## config.mk

```make
export PLATFORM = sky130hd
export DESIGN_NAME = shape_plotter
export DESIGN_NICKNAME = d
export VERILOG_FILES = /design/src/rtl/shape_plotter.sv
export SDC_FILE = /design/constraint.sdc
export NUM_CORES = 1
export LEC_CHECK = 0
export CAP_MARGIN = 10
export CORE_MARGIN = 2
export CORE_UTILIZATION = 50
export DETAILED_ROUTE_END_ITERATION = 6
export PLACE_DENSITY = 0.72
export SLEW_MARGIN = 40
export SYNTH_ARGS = -nofsm -noshare
export SYNTH_HDL_FRONTEND = slang
export SYNTH_SLANG_ARGS = --single-unit
```

## constraint.sdc

```tcl
create_clock -name i_clock -period 3.52 [get_ports i_clock]
set_input_delay 0.528 -clock i_clock [delete_from_list [all_inputs] [get_ports i_clock]]
set_output_delay 0.528 -clock i_clock [all_outputs]
set_load 0.05 [all_outputs]
```

## src/rtl/shape_plotter.sv

```systemverilog
// Rasteriser back end: accepts one draw command (POINT/FILL/OUTLINE/CLEAR) and
// scans its bounding box in raster order, emitting one VGA pixel write per clock.
module shape_plotter #(
    parameter int X_W   = 8,
    parameter int Y_W   = 7,
    parameter int X_MAX = 159,
    parameter int Y_MAX = 119
) (
    input  logic           i_clock,
    input  logic           i_reset,
    // Handshake: a command transfers on a rising edge where i_cmd_valid && o_cmd_ready;
    // o_cmd_ready is high only in IDLE and the command fields are held internally after transfer.
    input  logic           i_cmd_valid,
    output logic           o_cmd_ready,
    input  logic [1:0]     i_cmd_mode,
    input  logic [X_W-1:0] i_cmd_x1,
    input  logic [X_W-1:0] i_cmd_x2,
    input  logic [Y_W-1:0] i_cmd_y1,
    input  logic [Y_W-1:0] i_cmd_y2,
    input  logic [2:0]     i_cmd_colour,
    output logic [X_W-1:0] o_x,
    output logic [Y_W-1:0] o_y,
    output logic [2:0]     o_colour,
    output logic           o_plot,
    output logic           o_busy,
    output logic           o_done,
    output logic [1:0]     o_state
);

    typedef enum logic [1:0] {
        S_IDLE  = 2'd0,
        S_SETUP = 2'd1,
        S_SCAN  = 2'd2,
        S_DONE  = 2'd3
    } state_t;

    localparam logic [1:0]     M_POINT   = 2'b00;
    localparam logic [1:0]     M_OUTLINE = 2'b10;
    localparam logic [1:0]     M_CLEAR   = 2'b11;
    localparam logic [X_W-1:0] LX_MAX    = X_W'(X_MAX);
    localparam logic [Y_W-1:0] LY_MAX    = Y_W'(Y_MAX);

    state_t         r_state;
    logic           r_ready;
    logic           r_busy;
    logic           r_done;
    logic           r_plot;
    logic [1:0]     r_mode;
    logic [X_W-1:0] r_x1;
    logic [X_W-1:0] r_x2;
    logic [Y_W-1:0] r_y1;
    logic [Y_W-1:0] r_y2;
    logic [2:0]     r_colour;
    logic [X_W-1:0] r_xmin;
    logic [X_W-1:0] r_xmax;
    logic [Y_W-1:0] r_ymin;
    logic [Y_W-1:0] r_ymax;
    logic [X_W-1:0] r_cx;
    logic [Y_W-1:0] r_cy;

    logic [X_W-1:0] w_x1c;
    logic [X_W-1:0] w_x2c;
    logic [Y_W-1:0] w_y1c;
    logic [Y_W-1:0] w_y2c;
    logic [X_W-1:0] w_xmin;
    logic [X_W-1:0] w_xmax;
    logic [Y_W-1:0] w_ymin;
    logic [Y_W-1:0] w_ymax;
    logic           w_row_end;
    logic           w_last;
    logic [X_W-1:0] w_ncx;
    logic [Y_W-1:0] w_ncy;
    logic           w_nsel;

    // Clamping keeps the scan counters inside the screen, so they never wrap.
    assign w_x1c = (r_x1 > LX_MAX) ? LX_MAX : r_x1;
    assign w_x2c = (r_x2 > LX_MAX) ? LX_MAX : r_x2;
    assign w_y1c = (r_y1 > LY_MAX) ? LY_MAX : r_y1;
    assign w_y2c = (r_y2 > LY_MAX) ? LY_MAX : r_y2;

    always_comb begin
        w_xmin = (w_x1c < w_x2c) ? w_x1c : w_x2c;
        w_xmax = (w_x1c < w_x2c) ? w_x2c : w_x1c;
        w_ymin = (w_y1c < w_y2c) ? w_y1c : w_y2c;
        w_ymax = (w_y1c < w_y2c) ? w_y2c : w_y1c;
        case (r_mode)
            M_POINT: begin
                w_xmin = w_x1c;
                w_xmax = w_x1c;
                w_ymin = w_y1c;
                w_ymax = w_y1c;
            end
            M_CLEAR: begin
                w_xmin = '0;
                w_xmax = LX_MAX;
                w_ymin = '0;
                w_ymax = LY_MAX;
            end
            default: ;
        endcase
    end

    // Next raster position and whether it is drawn; plot is registered one step ahead.
    assign w_row_end = (r_cx == r_xmax);
    assign w_last    = w_row_end && (r_cy == r_ymax);
    assign w_ncx     = w_row_end ? r_xmin : r_cx + X_W'(1);
    assign w_ncy     = w_row_end ? r_cy + Y_W'(1) : r_cy;
    assign w_nsel    = (r_mode != M_OUTLINE) ||
                       (w_ncx == r_xmin) || (w_ncx == r_xmax) ||
                       (w_ncy == r_ymin) || (w_ncy == r_ymax);

    always_ff @(posedge i_clock) begin
        if (i_reset) begin
            r_state  <= S_IDLE;
            r_ready  <= 1'b1;
            r_busy   <= 1'b0;
            r_done   <= 1'b0;
            r_plot   <= 1'b0;
            r_mode   <= M_POINT;
            r_x1     <= '0;
            r_x2     <= '0;
            r_y1     <= '0;
            r_y2     <= '0;
            r_colour <= '0;
            r_xmin   <= '0;
            r_xmax   <= '0;
            r_ymin   <= '0;
            r_ymax   <= '0;
            r_cx     <= '0;
            r_cy     <= '0;
        end else begin
            r_done <= 1'b0;
            case (r_state)
                S_IDLE: begin
                    if (i_cmd_valid && r_ready) begin
                        r_mode   <= i_cmd_mode;
                        r_x1     <= i_cmd_x1;
                        r_x2     <= i_cmd_x2;
                        r_y1     <= i_cmd_y1;
                        r_y2     <= i_cmd_y2;
                        r_colour <= i_cmd_colour;
                        r_ready  <= 1'b0;
                        r_busy   <= 1'b1;
                        r_state  <= S_SETUP;
                    end
                end
                S_SETUP: begin
                    r_xmin  <= w_xmin;
                    r_xmax  <= w_xmax;
                    r_ymin  <= w_ymin;
                    r_ymax  <= w_ymax;
                    r_cx    <= w_xmin;
                    r_cy    <= w_ymin;
                    // The first position is a corner, so it is drawn in every mode.
                    r_plot  <= 1'b1;
                    r_state <= S_SCAN;
                end
                S_SCAN: begin
                    if (w_last) begin
                        r_plot  <= 1'b0;
                        r_done  <= 1'b1;
                        r_state <= S_DONE;
                    end else begin
                        r_cx   <= w_ncx;
                        r_cy   <= w_ncy;
                        r_plot <= w_nsel;
                    end
                end
                S_DONE: begin
                    r_busy  <= 1'b0;
                    r_ready <= 1'b1;
                    r_state <= S_IDLE;
                end
                default: r_state <= S_IDLE;
            endcase
        end
    end

    assign o_cmd_ready = r_ready;
    assign o_x         = r_cx;
    assign o_y         = r_cy;
    assign o_colour    = r_colour;
    assign o_plot      = r_plot;
    assign o_busy      = r_busy;
    assign o_done      = r_done;
    assign o_state     = r_state;

endmodule

```

==> results of run 1 <==
==> worst paths after layout <==
kind	from	to	slack [ns]
setup / recovery	r_y1[4]	r_ymax[5]	0.49
hold / removal	o_colour[2]	o_colour[2]	0.46
setup reg to reg	r_y1[4]	r_ymax[5]	0.49
hold reg to reg	o_colour[2]	o_colour[2]	0.46
==> flip-flops by register name, summed over array words and instances (netlist names) <==
| signal | flops |
|---|---|
| o_x | 8 |
| r_x1 | 8 |
| r_x2 | 8 |
| r_xmax | 8 |
| r_xmin | 8 |
| o_y | 7 |
| r_y1 | 7 |
| r_y2 | 7 |
| r_ymax | 7 |
| r_ymin | 7 |
| o_colour | 3 |
| o_state | 2 |
| r_mode | 2 |
| o_busy | 1 |
| o_cmd_ready | 1 |
| o_done | 1 |
| o_plot | 1 |
==> per-layer routing <==
metal,routed length (microns),up-vias
met3,818,15
met4,161,0
met2,6090,189
li1,-,2495
met5,0,-
met1,6560,2282
==> layout by cell type, fill, tap and decap left out, types with 22 or more instances in the layout <==
cell type        netlist  routed
a21oi_1               64      64
clkdlybuf4s50_1        0      60
dfxtp_1               86      86
ha_1                  22      22
inv_1                 27      27
nand2_1              114     114
nor2_1                74      74
nor3_1                23      23
o21ai_0               25      25
xnor2_1               32      32
==> power by group through the flow <==
stage | logic [mW] | clock network (mW) | registers (mW)
finish | 3.39 | 0.785 | 1.61
detailed placement | 3.35 | 0 | 1.63
CTS | 3.36 | 0.793 | 1.61
global placement | 3.27 | 0 | 1.61
floorplan | 2.54 | 0 | 1.74
global route | 3.74 | 0.840 | 1.66
==> synthesized netlist by cell type (all sizes together) (8+ instances only) <==
cell type  count  area, sq um
a211oi        16          120
a21oi         64          320
a221oi         8         70.1
a311oi        13          120
buf           15          118
clkbuf        37          139
dfxtp         86         1720
ha            22          275
inv           27          101
mux2i         19          194
nand2        114          428
nand3         15         75.1
nand4         11         81.3
nor2          78          303
nor3          23          115
o21ai         28          140
xnor2         35          329
xor2          19          166
==> through the flow <==
stage / total power, mW / setup WS, ns
after CTS: 5.76 / 0.465
after global placement: 4.88 / 0.641
after floorplan: 4.28 / 0.931
final: 5.79 / 0.487
after detailed placement: 4.98 / 0.529
after global routing: 6.24 / 0.254
==> cell type report <==
class,count,area [sq um]
Clock inverter,4,70.1
Multi-Input combinational cell,534,3280
Fill cell,981,4190
Timing Repair Buffer,71,681
Tap cell,136,170
Sequential cell,86,1720
Clock buffer,11,151
Inverter,28,105
==> worst min-delay path, cell delays in order, from the launching register on <==
cell	delay, ns
dfxtp_1	0.31
nand2_1	0.05
a21oi_1	0.05
==> cells by family after synthesis <==
| family | share of synthesized area (%) |
|---|---|
| XOR/XNOR | 9.25 |
| buffers and inverters | 6.75 |
| multiplexers | 3.83 |
| AO/OA/AOI/OAI | 21.6 |
| flip-flops | 32.1 |
| AND/OR/NAND/NOR | 21.3 |
| adder cells (fa/ha/maj) | 5.14 |
==> out/results.tsv, run 1 <==
stage	metric	value	unit
placed_design	hpwl	10.0	mm
global_route	grt_antenna_before_repair	0	
die	die_w	108	microns
global_route	grt_pass1_wl	22.6	mm
synth	ys.flop_type	dfxtp_1	
die	dieArea	11600	sq um
synth	synth-edff-count	0	
global_route	grtUsageMet3	4.18	%
timing	setup_viol	0	
timing	drv_slew	0	
critical_path	cp-start-kind	register	
route	wl_per_cell	15.7	microns
timing	min_period_over_period	86.2	%
critical_path	path_buf_inv	1	
critical_path	r2r_cells	12	
cts	clock-sinks	86	
global_route	met1_usage	34.0	%
synth	syn_nets	760	
cts	post_cts_buffers	0	
status	status	finished clean	
power_and_ir_drop	p_sw_share	48.4	%
die	start_util	51.7	%
die	rows	37	
route	postRouteAntennaNets	0	
power_and_ir_drop	p_clk_share	13.6	%
critical_path	endpoint_kind	register	
timing	final.setup.tns	0	ns
critical_path	arrival	3.26	ns
route	vias	4981	
power_and_ir_drop	p_leak	2.32	nW
global_route	busiest_layer	met2	
timing	clock.fmax	330	MHz
power_and_ir_drop	power.share.sequential	27.9	%
critical_path	cp_common_cell	nor2_1	
global_route	grt_max_degree	74	
worst_hold_path	holdPathStages	2	
placed_design	place_area	5950	sq um
synth	seq_area_frac_synth	32.1	%
critical_path	crit_fanout	17	
die	core	10400	sq um
run	maxCapViolations	0	
die	dieHeight	108	microns
route	first_pass_iters	5	
critical_path	cp.required	3.74	ns
timing	holdWs	0.460	ns
power_and_ir_drop	internal_power	2.99	mW
global_route	track_usage	24.5	%
placed_design	port_buffers	61	
cts	cts_tree	yes	
cts	clk_latency	0.36	ns
timing	post-route-min-period	3.03	ns
cts	cts_hold_buf	0	
timing	hold_viol	0	
synth	ys_types	61	
global_route	met2_usage	38.5	%
cts	clock-root-buffer	clkbuf_8	
synth	async_reset_ff_share	0	%
final_layout	nNetsFinal	790	
synth	synth_cells	700	
route	totalWireLength	13.6	mm
cts	clk_pin_slew	0.08	ns
final_layout	fin_cells	870	
critical_path	critPathKind	register to register	
route	drc	0	
placed_design	gp_congestion	0.902	
critical_path	crit_path_max_incr_delay	0.40	ns
synth	synth_seq_cells	86	
cts	cts.path.max_buffers	2	
synth	yosysWarnings	0	
final_layout	drive_above_1_share	6.13	%
critical_path	path_depth	12	
synth	synth_area	5360	sq um
cts	htree_levels	3	
final_layout	areaGrowthSynthToFinish	15.3	%
power_and_ir_drop	switchingPower	2.80	mW
power_and_ir_drop	power_density	938	nW/um^2
power_and_ir_drop	irDropWorstVdd	0.521	mV
power_and_ir_drop	comb_power_share	58.6	%
critical_path	crit_chain	nand3_1 -> nor2_1 -> nor2_1 -> inv_1 -> ha_1 -> a21o_1 -> a31oi_1 -> o211ai_2 -> and2_1 -> or2_1 -> a221oi_1 -> nor3_1	
worst_hold_path	hp-class	register to register	
critical_path	slowest_stage	dfxtp_1	
cts	cts_buffers	9	
timing	rsz0062_at_grt	no	
timing	worstMarginPinSlew	0.777	ns
timing	fin_worst_skew	0.00941	ns
route	vias_per_cell	5.73	
cts	cts_resized	0	
final_layout	insertedDiodeCount	0	
timing	relSlewSlack	48.2	%
route	drt_iter0_drc	275	
critical_path	crit_family	simple AND/OR/NAND/NOR gates	
global_route	overflow	0	
final_layout	postLayoutCellArea	6180	sq um
global_route	grt_pass1_vias	4723	
die	ioPinCount	62	
placed_design	numPlacedInstances	855	
synth	avgSynthCellArea	7.65	sq um
final_layout	utilization	59.6	%
(Power assumes the default switching activity.)
==> run 2: changes to the inputs <==
- CAP_MARGIN: 10 -> 30
- SLEW_MARGIN: 40 -> unset
==> out/results.tsv, run 2 (synthesis gave the netlist of run 1 again) <==
stage	metric	value	unit	change
global_route	grt_pass1_vias	4723		unchanged
final_layout	drive_above_1_share	5.99	%	was 6.13%
power_and_ir_drop	irDropWorstVdd	0.521	mV	about the same
cts	cts_resized	0		unchanged
die	die_w	108	microns	unchanged
route	drc	0		unchanged
timing	rsz0062_at_grt	no		unchanged
global_route	overflow	0		unchanged
timing	post-route-min-period	3.06	ns	was 3.03 ns
worst_hold_path	hp-class	register to register		unchanged
global_route	grt_antenna_before_repair	0		unchanged
cts	clk_latency	0.37	ns	was 0.36 ns
timing	setup_viol	0		unchanged
timing	min_period_over_period	87.1	%	was 86.2%
cts	post_cts_buffers	0		unchanged
critical_path	crit_fanout	21		was 17
power_and_ir_drop	p_leak	2.31	nW	was 2.32 nW
timing	fin_worst_skew	0.0102	ns	was 0.00941 ns
cts	clk_pin_slew	0.09	ns	was 0.08 ns
final_layout	nNetsFinal	790		unchanged
cts	cts.path.max_buffers	2		unchanged
critical_path	critPathKind	register to register		unchanged
cts	cts_hold_buf	0		unchanged
placed_design	gp_congestion	0.902		unchanged
global_route	grt_pass1_wl	22.6	mm	unchanged
route	postRouteAntennaNets	0		unchanged
final_layout	final_common_cell	nand2_1		unchanged
route	wl_per_cell	15.6	microns	was 15.7 microns
final_layout	insertedDiodeCount	0		unchanged
timing	fin_ws	0.456	ns	was 0.487 ns
die	dieHeight	108	microns	unchanged
critical_path	arrival	3.34	ns	was 3.26 ns
timing	relSlewSlack	37.6	%	was 48.2%
route	totalWireLength	13.6	mm	about the same
timing	final.setup.tns	0	ns	unchanged
timing	worstMarginPinSlew	0.936	ns	was 0.777 ns
placed_design	port_buffers	61		unchanged
timing	drv_slew	0		unchanged
critical_path	endpoint_kind	register		unchanged
final_layout	mostFrequentLayoutCells	nand2_1, dfxtp_1, nor2_1, a21oi_1, clkdlybuf4s50_1		unchanged
route	vias	4952		was 4981
die	start_util	51.7	%	unchanged
critical_path	cp.required	3.79	ns	was 3.74 ns
timing	clock.fmax	326	MHz	was 330 MHz
run	maxCapViolations	0		unchanged
final_layout	areaGrowthSynthToFinish	15.2	%	was 15.3%
final_layout	postLayoutCellArea	6170	sq um	was 6180 sq um
die	ioPinCount	62		unchanged
status	status	finished clean		unchanged
timing	hold_viol	0		unchanged
global_route	grt_max_degree	74		unchanged
power_and_ir_drop	p_total	5.78	mW	was 5.79 mW
placed_design	place_area	5950	sq um	unchanged
cts	clock-root-buffer	clkbuf_8		unchanged
cts	cts_buffers	9		unchanged
cts	cts_tree	yes		unchanged
final_layout	utilization	59.5	%	was 59.6%
placed_design	dp_slack	0.529	ns	unchanged
final_layout	nFillCells	981		unchanged
route	first_pass_iters	5		unchanged
route	vias_per_cell	5.69		was 5.73
power_and_ir_drop	power_density	936	nW/um^2	was 938 nW/um^2
critical_path	cp-start-kind	register		unchanged
die	core	10400	sq um	unchanged
die	dieArea	11600	sq um	unchanged
die	rows	37		unchanged
placed_design	hpwl	10.0	mm	unchanged
cts	htree_levels	3		unchanged
route	drt_iter0_drc	278		was 275
cts	clock-sinks	86		unchanged
global_route	track_usage	24.5	%	unchanged
==> run 2: worst paths after layout <==
| check | from | end | slack [ns] | cells after the start |
|---|---|---|---|---|
| worst min-delay path | o_colour[2] | o_colour[2] | 0.46 | 2 |
| worst max register to register | r_x1[7] | r_xmax[5] | 0.46 | 13 |
| worst max-delay path | r_x1[7] | r_xmax[5] | 0.46 | 13 |
| worst min register to register | o_colour[2] | o_colour[2] | 0.46 | 2 |
==> run 2: cell type report <==
class | count | area [sq um] | share of cell area, %
clock buffer | 11 | 151 | 2.45
timing repair buffer | 71 | 681 | 11.0
clock inverter | 4 | 70.1 | 1.14
sequential | 86 | 1720 | 27.9
inverter | 28 | 105 | 1.70
tap | 136 | 170 | 2.76
multi-input combinational | 534 | 3270 | 53.0
==> run 2: routing by layer <==
| metal | routed length, microns | GRT usage [%] | vias to the layer above |
|---|---|---|---|
| met4 | 159 | 8.24 | 0 |
| met1 | 6590 | 34.0 | 2276 |
| met5 | 0 | 0 | - |
| li1 | - | - | 2495 |
| met3 | 743 | 4.18 | 14 |
| met2 | 6080 | 38.5 | 167 |
==> run 2: critical path, cell delays in order (launching register included) <==
cell and delay [ns]:
dfxtp_1 0.48, o21a_1 0.26, nor2_1 0.09, inv_1 0.10, ha_1 0.15, a21o_1 0.11
a21o_1 0.11, a21oi_1 0.08, o211a_1 0.14, nor2_2 0.64, buf_4 0.27, mux2i_1 0.19
nand2_1 0.07, a311oi_1 0.29
==> run 2: metrics by stage <==
stage | hold WS [ns] | std cells
floorplan | 0.436 | 700
global placement | 0.443 | 855
detailed placement | 0.449 | 855
CTS | 0.456 | 870
global route | 0.460 | 870
finish | 0.459 | 870
==> run 2: power by group <==
part	leakage [nW]	internal [mW]	switching [mW]	total, mW
Clock	0.115	0.432	0.355	0.787
Combinational	1.49	1.29	2.08	3.38
Sequential	0.704	1.26	0.356	1.61
